<file path="src/rtl/exe_mem_issue.sv">
// Execute-stage memory issue: latches load/store instructions from ID, computes the
// effective address and alignment exception, drives the data-SRAM request handshake and
// remembers how many accepted requests were cancelled by a flush so MEM can drop their
// responses.
module exe_mem_issue #(
  parameter int unsigned DISCARD_W = 2
) (
  input  logic        clk,
  input  logic        resetn,
  // ID -> EXE
  input  logic        ds_to_es_valid,
  output logic        es_allowin,
  input  logic [7:0]  ds_op,
  input  logic [31:0] ds_base,
  input  logic [31:0] ds_offset,
  input  logic [31:0] ds_st_data,
  input  logic [4:0]  ds_dest,
  input  logic [31:0] ds_pc,
  input  logic        ds_ex,
  // EXE -> MEM
  input  logic        ms_allowin,
  input  logic        ms_ex,
  input  logic        flush,
  output logic        es_to_ms_valid,
  output logic [77:0] es_to_ms_bus,
  // Data SRAM request channel
  output logic        data_sram_req,
  output logic        data_sram_wr,
  output logic [1:0]  data_sram_size,
  output logic [3:0]  data_sram_wstrb,
  output logic [31:0] data_sram_addr,
  output logic [31:0] data_sram_wdata,
  input  logic        data_sram_addr_ok,
  input  logic        data_sram_data_ok,
  output logic        discard_pending
);

  typedef enum logic [1:0] {
    StIdle,      // no request outstanding for the held instruction
    StWaitAddr,  // request raised, waiting for addr_ok
    StSent,      // address accepted, instruction not yet handed to MEM
    StOrphan     // request raised but its instruction was flushed
  } state_e;

  localparam logic [DISCARD_W-1:0] DiscardMax = {DISCARD_W{1'b1}};

  state_e               state_q, state_d;
  logic                 es_valid_q, es_valid_d;
  logic [DISCARD_W-1:0] discard_q, discard_d;

  // Latched instruction fields
  logic [7:0]  op_q;
  logic [31:0] base_q;
  logic [31:0] offset_q;
  logic [31:0] st_data_q;
  logic [4:0]  dest_q;
  logic [31:0] pc_q;
  logic        ex_q;

  // Decode signals
  logic        ld_b, ld_bu, ld_h, ld_hu, ld_w, st_b, st_h, st_w;
  logic        op_half, op_word;
  logic        mem_re, mem_we, is_mem;
  logic [31:0] addr;
  logic        ale, ex_any;
  logic [1:0]  size;
  logic [3:0]  wstrb;
  logic [31:0] wdata;

  // Handshake signals
  logic req;
  logic ready_go;
  logic leave;
  logic capture;
  logic disc_inc, disc_dec;

  assign {ld_b, ld_bu, ld_h, ld_hu, ld_w, st_b, st_h, st_w} = op_q;

  assign op_half = ld_h | ld_hu | st_h;
  assign op_word = ld_w | st_w;
  assign mem_re  = ld_b | ld_bu | ld_h | ld_hu | ld_w;
  assign mem_we  = st_b | st_h | st_w;
  assign is_mem  = mem_re | mem_we;

  assign addr   = base_q + offset_q;
  assign ale    = (op_half && addr[0]) || (op_word && (addr[1:0] != 2'b00));
  assign ex_any = ex_q || ale;

  // Access size, byte enables and lane-replicated store data from the latched op
  always_comb begin
    size  = 2'd0;
    wstrb = 4'b0000;
    wdata = 32'h0;
    if (op_word) begin
      size = 2'd2;
    end else if (op_half) begin
      size = 2'd1;
    end
    if (st_b) begin
      wstrb = 4'b0001 << addr[1:0];
      wdata = {4{st_data_q[7:0]}};
    end else if (st_h) begin
      wstrb = addr[1] ? 4'b1100 : 4'b0011;
      wdata = {2{st_data_q[15:0]}};
    end else if (st_w) begin
      wstrb = 4'b1111;
      wdata = st_data_q;
    end
  end

  // Request generation: once raised, a request stays up until addr_ok, even if flushed
  always_comb begin
    req = 1'b0;
    case (state_q)
      StIdle:     req = es_valid_q && is_mem && !ex_any && !ms_ex && !flush;
      StWaitAddr: req = 1'b1;
      StOrphan:   req = 1'b1;
      default:    req = 1'b0;
    endcase
  end

  assign ready_go = !is_mem || ex_any || (state_q == StSent) ||
                    (req && data_sram_addr_ok && (state_q != StOrphan));

  assign es_to_ms_valid = es_valid_q && ready_go;
  assign leave          = es_to_ms_valid && ms_allowin;
  // Gated by resetn so every output reads zero while reset is held
  assign es_allowin     = resetn && (state_q != StOrphan) &&
                          (!es_valid_q || (ready_go && ms_allowin));
  assign capture        = ds_to_es_valid && es_allowin && !flush;

  // Next-state logic for the request FSM and flush-cancel detection
  always_comb begin
    state_d  = state_q;
    disc_inc = 1'b0;
    case (state_q)
      StIdle: begin
        if (req) begin
          if (!data_sram_addr_ok) begin
            state_d = StWaitAddr;
          end else if (!leave) begin
            state_d = StSent;
          end
        end
      end
      StWaitAddr: begin
        if (data_sram_addr_ok) begin
          disc_inc = flush;
          state_d  = (flush || leave) ? StIdle : StSent;
        end else if (flush) begin
          state_d = StOrphan;
        end
      end
      StSent: begin
        if (flush) begin
          disc_inc = 1'b1;
          state_d  = StIdle;
        end else if (leave) begin
          state_d = StIdle;
        end
      end
      StOrphan: begin
        if (data_sram_addr_ok) begin
          disc_inc = 1'b1;
          state_d  = StIdle;
        end
      end
      default: state_d = StIdle;
    endcase
  end

  // Stage valid: flush wins over capture, capture wins over hand-off
  always_comb begin
    es_valid_d = es_valid_q;
    if (flush) begin
      es_valid_d = 1'b0;
    end else if (capture) begin
      es_valid_d = 1'b1;
    end else if (leave) begin
      es_valid_d = 1'b0;
    end
  end

  // Cancelled-request counter: saturating, simultaneous inc/dec cancel out
  always_comb begin
    disc_dec  = data_sram_data_ok && (discard_q != '0);
    discard_d = discard_q;
    if (disc_inc && !disc_dec) begin
      if (discard_q != DiscardMax) begin
        discard_d = discard_q + DISCARD_W'(1);
      end
    end else if (disc_dec && !disc_inc) begin
      discard_d = discard_q - DISCARD_W'(1);
    end
  end

  // Control state registers
  always_ff @(posedge clk or negedge resetn) begin
    if (!resetn) begin
      state_q    <= StIdle;
      es_valid_q <= 1'b0;
      discard_q  <= '0;
    end else begin
      state_q    <= state_d;
      es_valid_q <= es_valid_d;
      discard_q  <= discard_d;
    end
  end

  // Instruction payload registers, loaded only on capture so an orphan request stays stable
  always_ff @(posedge clk or negedge resetn) begin
    if (!resetn) begin
      op_q      <= 8'h0;
      base_q    <= 32'h0;
      offset_q  <= 32'h0;
      st_data_q <= 32'h0;
      dest_q    <= 5'h0;
      pc_q      <= 32'h0;
      ex_q      <= 1'b0;
    end else if (capture) begin
      op_q      <= ds_op;
      base_q    <= ds_base;
      offset_q  <= ds_offset;
      st_data_q <= ds_st_data;
      dest_q    <= ds_dest;
      pc_q      <= ds_pc;
      ex_q      <= ds_ex;
    end
  end

  assign data_sram_req   = req;
  assign data_sram_wr    = mem_we;
  assign data_sram_size  = size;
  assign data_sram_wstrb = wstrb;
  assign data_sram_addr  = addr;
  assign data_sram_wdata = wdata;
  assign discard_pending = (discard_q != '0);

  assign es_to_ms_bus = {mem_re, mem_we, ex_any, ale, op_q[7:3], dest_q, addr, pc_q};

endmodule

</file>
<file path="config.mk">
export PLATFORM = sky130hd
export DESIGN_NAME = exe_mem_issue
export DESIGN_NICKNAME = d
export VERILOG_FILES = /design/src/rtl/exe_mem_issue.sv
export SDC_FILE = /design/constraint.sdc
export NUM_CORES = 1
export LEC_CHECK = 0
export ABC_CLOCK_PERIOD_IN_PS = 5040
export CORE_ASPECT_RATIO = 1.5
export CORE_UTILIZATION = 40
export DETAILED_ROUTE_END_ITERATION = 8
export DONT_BUFFER_PORTS = 1
export MAX_ROUTING_LAYER = met4
export PLACE_DENSITY = 0.52
export SYNTH_ARGS = -nofsm -noshare
export SYNTH_HDL_FRONTEND = slang
export SYNTH_SLANG_ARGS = --single-unit
</file>
<file path="constraint.sdc">
create_clock -name clk -period 5.04 [get_ports clk]
set_clock_uncertainty 0.2 [all_clocks]
set_input_delay 1.512 -clock clk [delete_from_list [all_inputs] [get_ports clk]]
set_output_delay 1.512 -clock clk [all_outputs]
set_load 0.02 [all_outputs]
</file>
-- Word level (Yosys, flattened, before mapping)
Cells that the tools add are included.
- reduce and logical (&&, ||, !) cells: 40
- bitwise gates (word level): 10
- shifts and indexed selects: 1
- eq/ne operators: 11
- add/sub/neg operators: 3
- multiplexer cells: 30
- operators by type and width (operator ; count):
    32-bit two-way mux ; 3
    32-bit adder ; 1
    2-bit two-way mux ; 13
    1-bit logical AND ; 18
    4-bit two-way mux ; 4
    1-bit bitwise OR ; 10
    3-bit != test (second input constant) ; 3
    2-bit != test (second input constant) ; 4
    2-bit one-hot mux with 4 select lines ; 1
    1-bit zero test ; 7
    1-bit logical OR ; 7
    1-bit two-way mux ; 7
    2-bit nonzero test ; 3
    5-bit AND reduction ; 1
    2-bit == test (second input constant) ; 2
    1-bit by 2-bit left shift with 4-bit output (first input constant) ; 1
    1-bit one-hot mux with 3 select lines ; 1
    3-bit nonzero test ; 1
    2-bit by 1-bit adder with 2-bit output (second input constant) ; 1
    2-bit by 1-bit == test with 1-bit output (second input constant) ; 1
    2-bit zero test ; 1
    2-bit by 1-bit != test with 1-bit output (second input constant) ; 1
    1-bit one-hot mux with 2 select lines ; 1
    2-bit AND reduction ; 1
    other kinds (2) ; 2
- bits in registers: 147
- output and inout port bits: 153

-- Logic depth before layout (Yosys ltp)
Gate-level depths: netlist (run 1).
- word-level depth: 20
- gate-level depth with buffers: 11
- mapped depth without buffers: 9

-- Worst setup path before layout (run 1)
No wires, ideal clock.
- kind: reg2out
- from: reg base_q[0]
- to: out es_to_ms_bus[58]
- data required time: 3.328 ns
- path buffers: 1
- arrival time: 2.764 ns
- cell stages (with the launch flop): 11
- setup slack: 0.564 ns
- cell sequence: dfrtp_1 > ha_1 > fa_1 > a21o_1 > a221o_1 > o221ai_1 > and3_1 > o31a_1 > o21ai_0 > xnor2_1 > buf_4
- word-level cells in the longest chain between the ends: 1
- ends and longest elaborated chain (what ; RTL line ; RTL):
    start: declaration ; 53 ; logic [31:0] base_q;
    start signal: assignment ; 222 ; base_q <= ds_base;
    32-bit adder ; 85 ; assign addr = base_q + offset_q;
    end: declaration ; 25 ; output logic [77:0] es_to_ms_bus,
Every way passes these cells.

-- Worst setup path after layout (run 1)
- from: reg base_q[0]
- to: out es_to_ms_bus[56]
Same word-level chain as after synthesis.

==> flow_metrics.tcl, run 1 <==
set metrics [dict create \
    status "finished clean" \
    fillCellCount 1908 \
    vias_per_cell 5.556 \
    grt_pass1_wl_um 31460 \
    rows 64 \
    min_period_over_period_pct 96.29 \
    die_h_um 180.1 \
    cp-endpoint "es_to_ms_bus[56]" \
    finalMaxSlewViolations 0 \
    drive_above_1_share_pct 30.48 \
    synth.yosys.seq_area_share_pct 43.50 \
    gp_congestion 0.8345 \
    syn_to_final_growth_pct 8.331 \
    drc 0 \
    max_slew_margin_pct 27.15 \
    detail_route.wl_per_cell_um 20.64 \
    ys_top_cells_by_count "147 x dfrtp_1, 80 x mux2_4, 63 x nand2_1" \
    worstMarginPinSlew_ps 1085 \
    drt_first_pass_iters 4 \
    pin_count 303 \
    p_leak_nw 4.081 \
    period_minus_slack_ps 4853 \
    max_freq_ghz 0.2061 \
    grt_max_degree 150 \
    core_um2 20580 \
    r2r_start "base_q[0]" \
    port_buffers 0 \
    crit_start "base_q[0]" \
    whs_ps 310.5 \
    fin_tns_setup_ps 0 \
    arrival_ps 3140 \
    synth_edf_count 0 \
    end_kind "output pin" \
    insertion_delay_ps 420 \
    maxCapViolCount 0 \
    ctsHtreeMaxLevel 4 \
    vdd_drop_max_uv 254.8 \
    cp.required_ps 3330 \
    cts_max_path_buffers 2 \
    fin_nets 881 \
    synthesis.nets 905 \
    syn_area_um2 8456 \
    crit_type "reg -> out" \
    fp.dieArea_um2 21740 \
    cts.clk_slew.worst_paths_ps 60 \
    yosysMostFrequentCell "dfrtp_1" \
    cp_max_fo 3 \
    cts-buffers-inserted 17 \
    ctsHoldBuffers 0 \
    fp.dieW_um 120.7 \
    vias 5439 \
    yosysTopAreaCellShare_pct 43.50 \
    p_per_area_nw_per_um2 659.5 \
    globalRouteOverflowTotal 0 \
    ant_nets 0 \
    start_util_pct 41.09 \
    finalHoldViolCount 0 \
    synth_ff_type "dfrtp_1" \
    r2r_setup_slack_ps 1410 \
    dp_hpwl_um 14860 \
    rsz0062_at_grt "false" \
    async_flop_share_pct 100.0 \
    drt-total-wl_um 20210 \
    setup_viol 0 \
    synthDistinctLibCells 65 \
    avgSynthCellArea_um2 11.70 \
    timing.hold.worst.class "reg -> reg" \
    cts_root_buf "clkbuf_16" \
    yosysTopAreaCell "dfrtp_1" \
    rr_worst_depth 9 \
    cts_tree "built" \
    gr-usage-all-layers_pct 19.45 \
    grt_pass1_vias 5932 \
    ys_ff_latch 147 \
    cts_num_sinks 147 \
    r2r-end "offset_q[11]" \
    synth_area_leaders "dfrtp_1 44%, mux2_4 14%, mux2_2 8.3%" \
    synthCells 723 \
    start_kind "flip-flop" \
    drtIter0Drc 265 \
    postCtsSetupBuffers 0 \
    yosysWarnings 0 \
    cts_resized 0 \
    antenna_found_initial 3 \
]
[registers in the layout, indices dropped and copies added, names as in the netlist]
register and flops:
base_q 32, offset_q 32, pc_q 32, st_data_q 32
op_q 8, dest_q 5, discard_q 2, state_q 2
es_valid_q 1, ex_q 1
[worst min-delay path by stage]
stage / endpoint / cells after the start / startpoint
2_1_floorplan: discard_q[0] / 1 / discard_q[0]
3_3_place_gp: discard_q[0] / 1 / discard_q[0]
3_5_place_dp: offset_q[8] / 1 / offset_q[8]
4_1_cts: offset_q[8] / 1 / offset_q[8]
5_1_grt: st_data_q[19] / 1 / st_data_q[19]
6_report: offset_q[8] / 1 / offset_q[8]
[stage by stage]
stage	power [mW]	setup slack [ps]	utilization, %	instance area [um^2]	std cells
after floorplan	4.356	563.8	-	8456	723
after global placement	4.664	569.2	41.29	8498	944
after detailed placement	4.706	538.3	41.29	8498	944
after CTS	6.092	73.11	44.33	9124	976
after global routing	6.385	5.900	44.51	9160	979
final	6.041	187.0	44.51	9160	979
[where the power goes]
| part | switching (mW) | total [mW] | internal (mW) |
|---|---|---|---|
| Combinational | 1.87 | 2.93 | 1.06 |
| Clock | 0.501 | 1.34 | 0.841 |
| Sequential | 0.319 | 1.77 | 1.45 |
[placed cells by master (no fill, tap or decap), types with 3 or more instances in the layout]
cell type and count:
dfrtp_1 147, mux2_4 80, nand2_1 63, mux2_2 62, ha_1 31, o21ai_0 30, a21oi_1 30, nor2_1 29
buf_4 23, xnor2_1 22, nand3_1 17, clkbuf_16 17, nor2b_1 16, a21o_1 14, inv_1 12, a22oi_1 8
nor3_1 7, xor2_1 7, and3_1 6, nand4_1 5, and2_1 4, o31a_1 4, or2_2 4, bufinv_16 4
clkinvlp_4 4, diode_2 3, a31o_2 3, a31oi_1 3, o21a_1 3, clkinv_2 3, buf_12 3
[cell type report]
| class | count | area (um^2) | area share [%] |
|---|---|---|---|
| Tap cell | 264 | 330.3 | 3.606 |
| Timing Repair Buffer | 26 | 232.7 | 2.541 |
| Sequential cell | 147 | 3679 | 40.16 |
| Clock buffer | 19 | 442.9 | 4.835 |
| Multi-Input combinational cell | 495 | 4240 | 46.29 |
| Inverter | 12 | 45.04 | 0.4917 |
| Antenna cell | 3 | 7.507 | 0.08196 |
| Clock inverter | 13 | 182.7 | 1.994 |
[per-layer routing]
layer / global-route usage [%] / part of all wire, % / vias to the layer above
met5: - / 0 / -
met4: 8.099 / 2.4 / 0
met3: 6.614 / 7.7 / 27
met2: 33.59 / 53 / 235
met1: 19.88 / 37 / 2688
li1: - / - / 2489
[critical path, cell delays in order (launching register included)]
cell	delay (ps)
dfrtp_1	380
ha_1	230
fa_1	410
a21o_1	200
a221o_1	340
o22ai_2	160
nand3_1	150
a311o_1	370
a21oi_2	150
xnor2_1	130
buf_4	200
[cells by family after synthesis]
family          Yosys count  synth area share [%]
simple gates            168                 9.855
flops                   147                 43.50
fa+ha+maj                32                 4.824
mux                     143                 22.58
compound gates          123                 9.485
xor+xnor                 29                 3.004
buf+inv                  81                 6.747
Note: power is estimated with default switching activity, not from simulation.
==> run 2: changes to the inputs <==
SLEW_MARGIN = 40   (was default)
==> run 2 against run 1 <==
Sequential power is essentially flat. Core utilization rose by 0.15 points. Global-route usage about the same. Die area did not move. Worst hold slack about the same. Via count rose by 1.7%. Sequential cell count is the same. Critical path depth unchanged. Critical path type unchanged. Largest cell class unchanged.
==> flow_metrics.tcl, run 2 (synthesized netlist as in run 1, its figures left out) <==
set metrics [dict create \
    grt_max_degree 150 \
    vdd_drop_max_uv 272.9 \
    cts_max_path_buffers 2 \
    fillCellCount 1884 \
    gp_congestion 0.8345 \
    p_comb_share_pct 50.0 \
    cts_num_sinks 147 \
    insertion_delay_ps 420 \
    gr-usage-all-layers_pct 19.44 \
    cp.required_ps 3330 \
    p_switching_mw 2.698 \
    globalRouteOverflowTotal 0 \
    end_kind "output pin" \
    min_period_over_period_pct 96.82 \
    syn_to_final_growth_pct 8.686 \
    finalMaxSlewViolations 0 \
    fin_tns_setup_ps 0 \
    swShare_pct 44.80 \
    p_per_area_nw_per_um2 655.2 \
    detail_route.wl_per_cell_um 20.65 \
    fin_nets 881 \
    mostFrequentLayoutCells "147 x dfrtp_1, 80 x mux2_4, 63 x nand2_1" \
    grt_pass1_wl_um 31420 \
    finalHoldViolCount 0 \
    max_slew_margin_pct 48.32 \
    grt_pass1_vias 5958 \
    drc 0 \
    vias_per_cell 5.657 \
    seq_power_share_pct 29.3 \
    place_area_um2 8581 \
    worstMarginPinSlew_ps 767.1 \
    layout_commonest_cell "dfrtp_1" \
    drt-total-wl_um 20190 \
    crit_type "reg -> out" \
    crit_path_max_incr_delay_ps 380 \
    timing.hold.worst.class "reg -> reg" \
    ctsHtreeMaxLevel 4 \
    final_area_um2 9190 \
    vias 5533 \
    port_buffers 0 \
    drtIter0Drc 277 \
    core_um2 20580 \
    pin_count 303 \
    crit_slowest_cell "dfrtp_1" \
    start_util_pct 41.09 \
    ant_nets 0 \
    dp_hpwl_um 14950 \
    status "finished clean" \
    drive_above_1_share_pct 31.50 \
    fp.dieW_um 120.7 \
    cts.clk_slew.worst_paths_ps 60 \
    internal_power_mw 3.323 \
    cp_max_fo 3 \
    drt_first_pass_iters 4 \
    ctsHoldBuffers 0 \
    period_minus_slack_ps 4880 \
    fp.dieArea_um2 21740 \
    arrival_ps 3170 \
    cts-buffers-inserted 17 \
    antenna_found_initial 3 \
    rsz0062_at_grt "false" \
    die_h_um 180.1 \
    start_kind "flip-flop" \
    cts_root_buf "clkbuf_16" \
    maxCapViolCount 0 \
    cts_tree "built" \
    rows 64 \
    crit_chain "ha_1 -> fa_2 -> a21o_1 -> a221o_1 -> o22ai_2 -> nand3_1 -> a311o_1 -> a21oi_1 -> xnor2_1 -> buf_4" \
    p_leak_nw 4.124 \
    clock_power_share_pct 20.7 \
    fin_util_pct 44.66 \
    setup_viol 0 \
    max_freq_ghz 0.2049 \
]
-- run 2: cell count changes in the layout (fill, tap and decap cells not counted), moves of 2 or more --
| cell | change |
|---|---|
| bufinv_16 | -2 |
| clkbuf_1 | +2 |
| clkbuf_8 | +2 |
| clkinvlp_4 | -2 |
| xnor2_1 | -10 |
| xnor2_2 | +10 |
-- run 2: final cells by class --
cell class | count | area, um^2 | share of cell area [%]
clock inverters | 8 | 102.6 | 1.116
inverters | 12 | 45.04 | 0.4901
repair buffers | 26 | 232.7 | 2.532
multi-input cells | 495 | 4315 | 46.96
well taps | 264 | 330.3 | 3.594
flip-flops and latches | 147 | 3679 | 40.03
diodes | 3 | 7.507 | 0.08169
clock buffers | 23 | 478.0 | 5.201
-- run 2: critical path, delay by kind of cell (launching register included) --
| family | cells | cell delay [ps] |
|---|---|---|
| AOI/OAI and AO/OA | 5 | 1250 |
| buffers and inverters | 1 | 200 |
| and+or+nand+nor | 1 | 170 |
| adders and majority gates | 2 | 620 |
| DFF | 1 | 380 |
| xor gates and xnor gates | 1 | 140 |
-- run 2: power groups by stage --
stage	Clock [mW]	Sequential [mW]	Combinational (mW)
6_report	1.25	1.77	3.01
5_1_grt	1.33	1.80	3.21
4_1_cts	1.29	1.77	3.01
3_5_place_dp	0	1.78	3.00
3_3_place_gp	0	1.78	2.89
2_1_floorplan	0	1.69	2.67
-- run 2: repair_timing --
| action | 4_1_cts | 5_1_grt |
|---|---|---|
| setup endpoints to repair | 0 | 10 |
| buffers inserted | 0 | 0 |
| resized for setup | 0 | 4 |
-- run 2: layer usage --
metal	routed length, um	vias to the layer above	GRT usage (%)
met5	0	-	-
met4	511	0	8.296
met3	1526	39	6.297
met2	10650	251	33.54
met1	7503	2752	20.02
li1	-	2491	-
-- run 2: path summary, 6_finish.rpt --
path	from	end	slack, ps	cells past startpoint
min in group asynchronous	resetn	st_data_q[28]	580	0
max	base_q[0]	data_sram_addr[24]	160	10
min	offset_q[8]	offset_q[8]	310	1
max reg2reg	base_q[0]	offset_q[11]	1420	9
max in group asynchronous	resetn	offset_q[25]	3700	0
min reg2reg	offset_q[8]	offset_q[8]	310	1
-- run 2: stage by stage --
stage,setup slack (ps),power (mW),instances,hold WS [ps]
2_1_floorplan,563.8,4.356,723,271.5
3_3_place_gp,569.2,4.664,944,289.9
3_5_place_dp,493.1,4.788,944,300.6
4_1_cts,24.49,6.067,975,314.9
5_1_grt,3.288,6.350,978,325.0
6_report,160.5,6.021,978,310.1
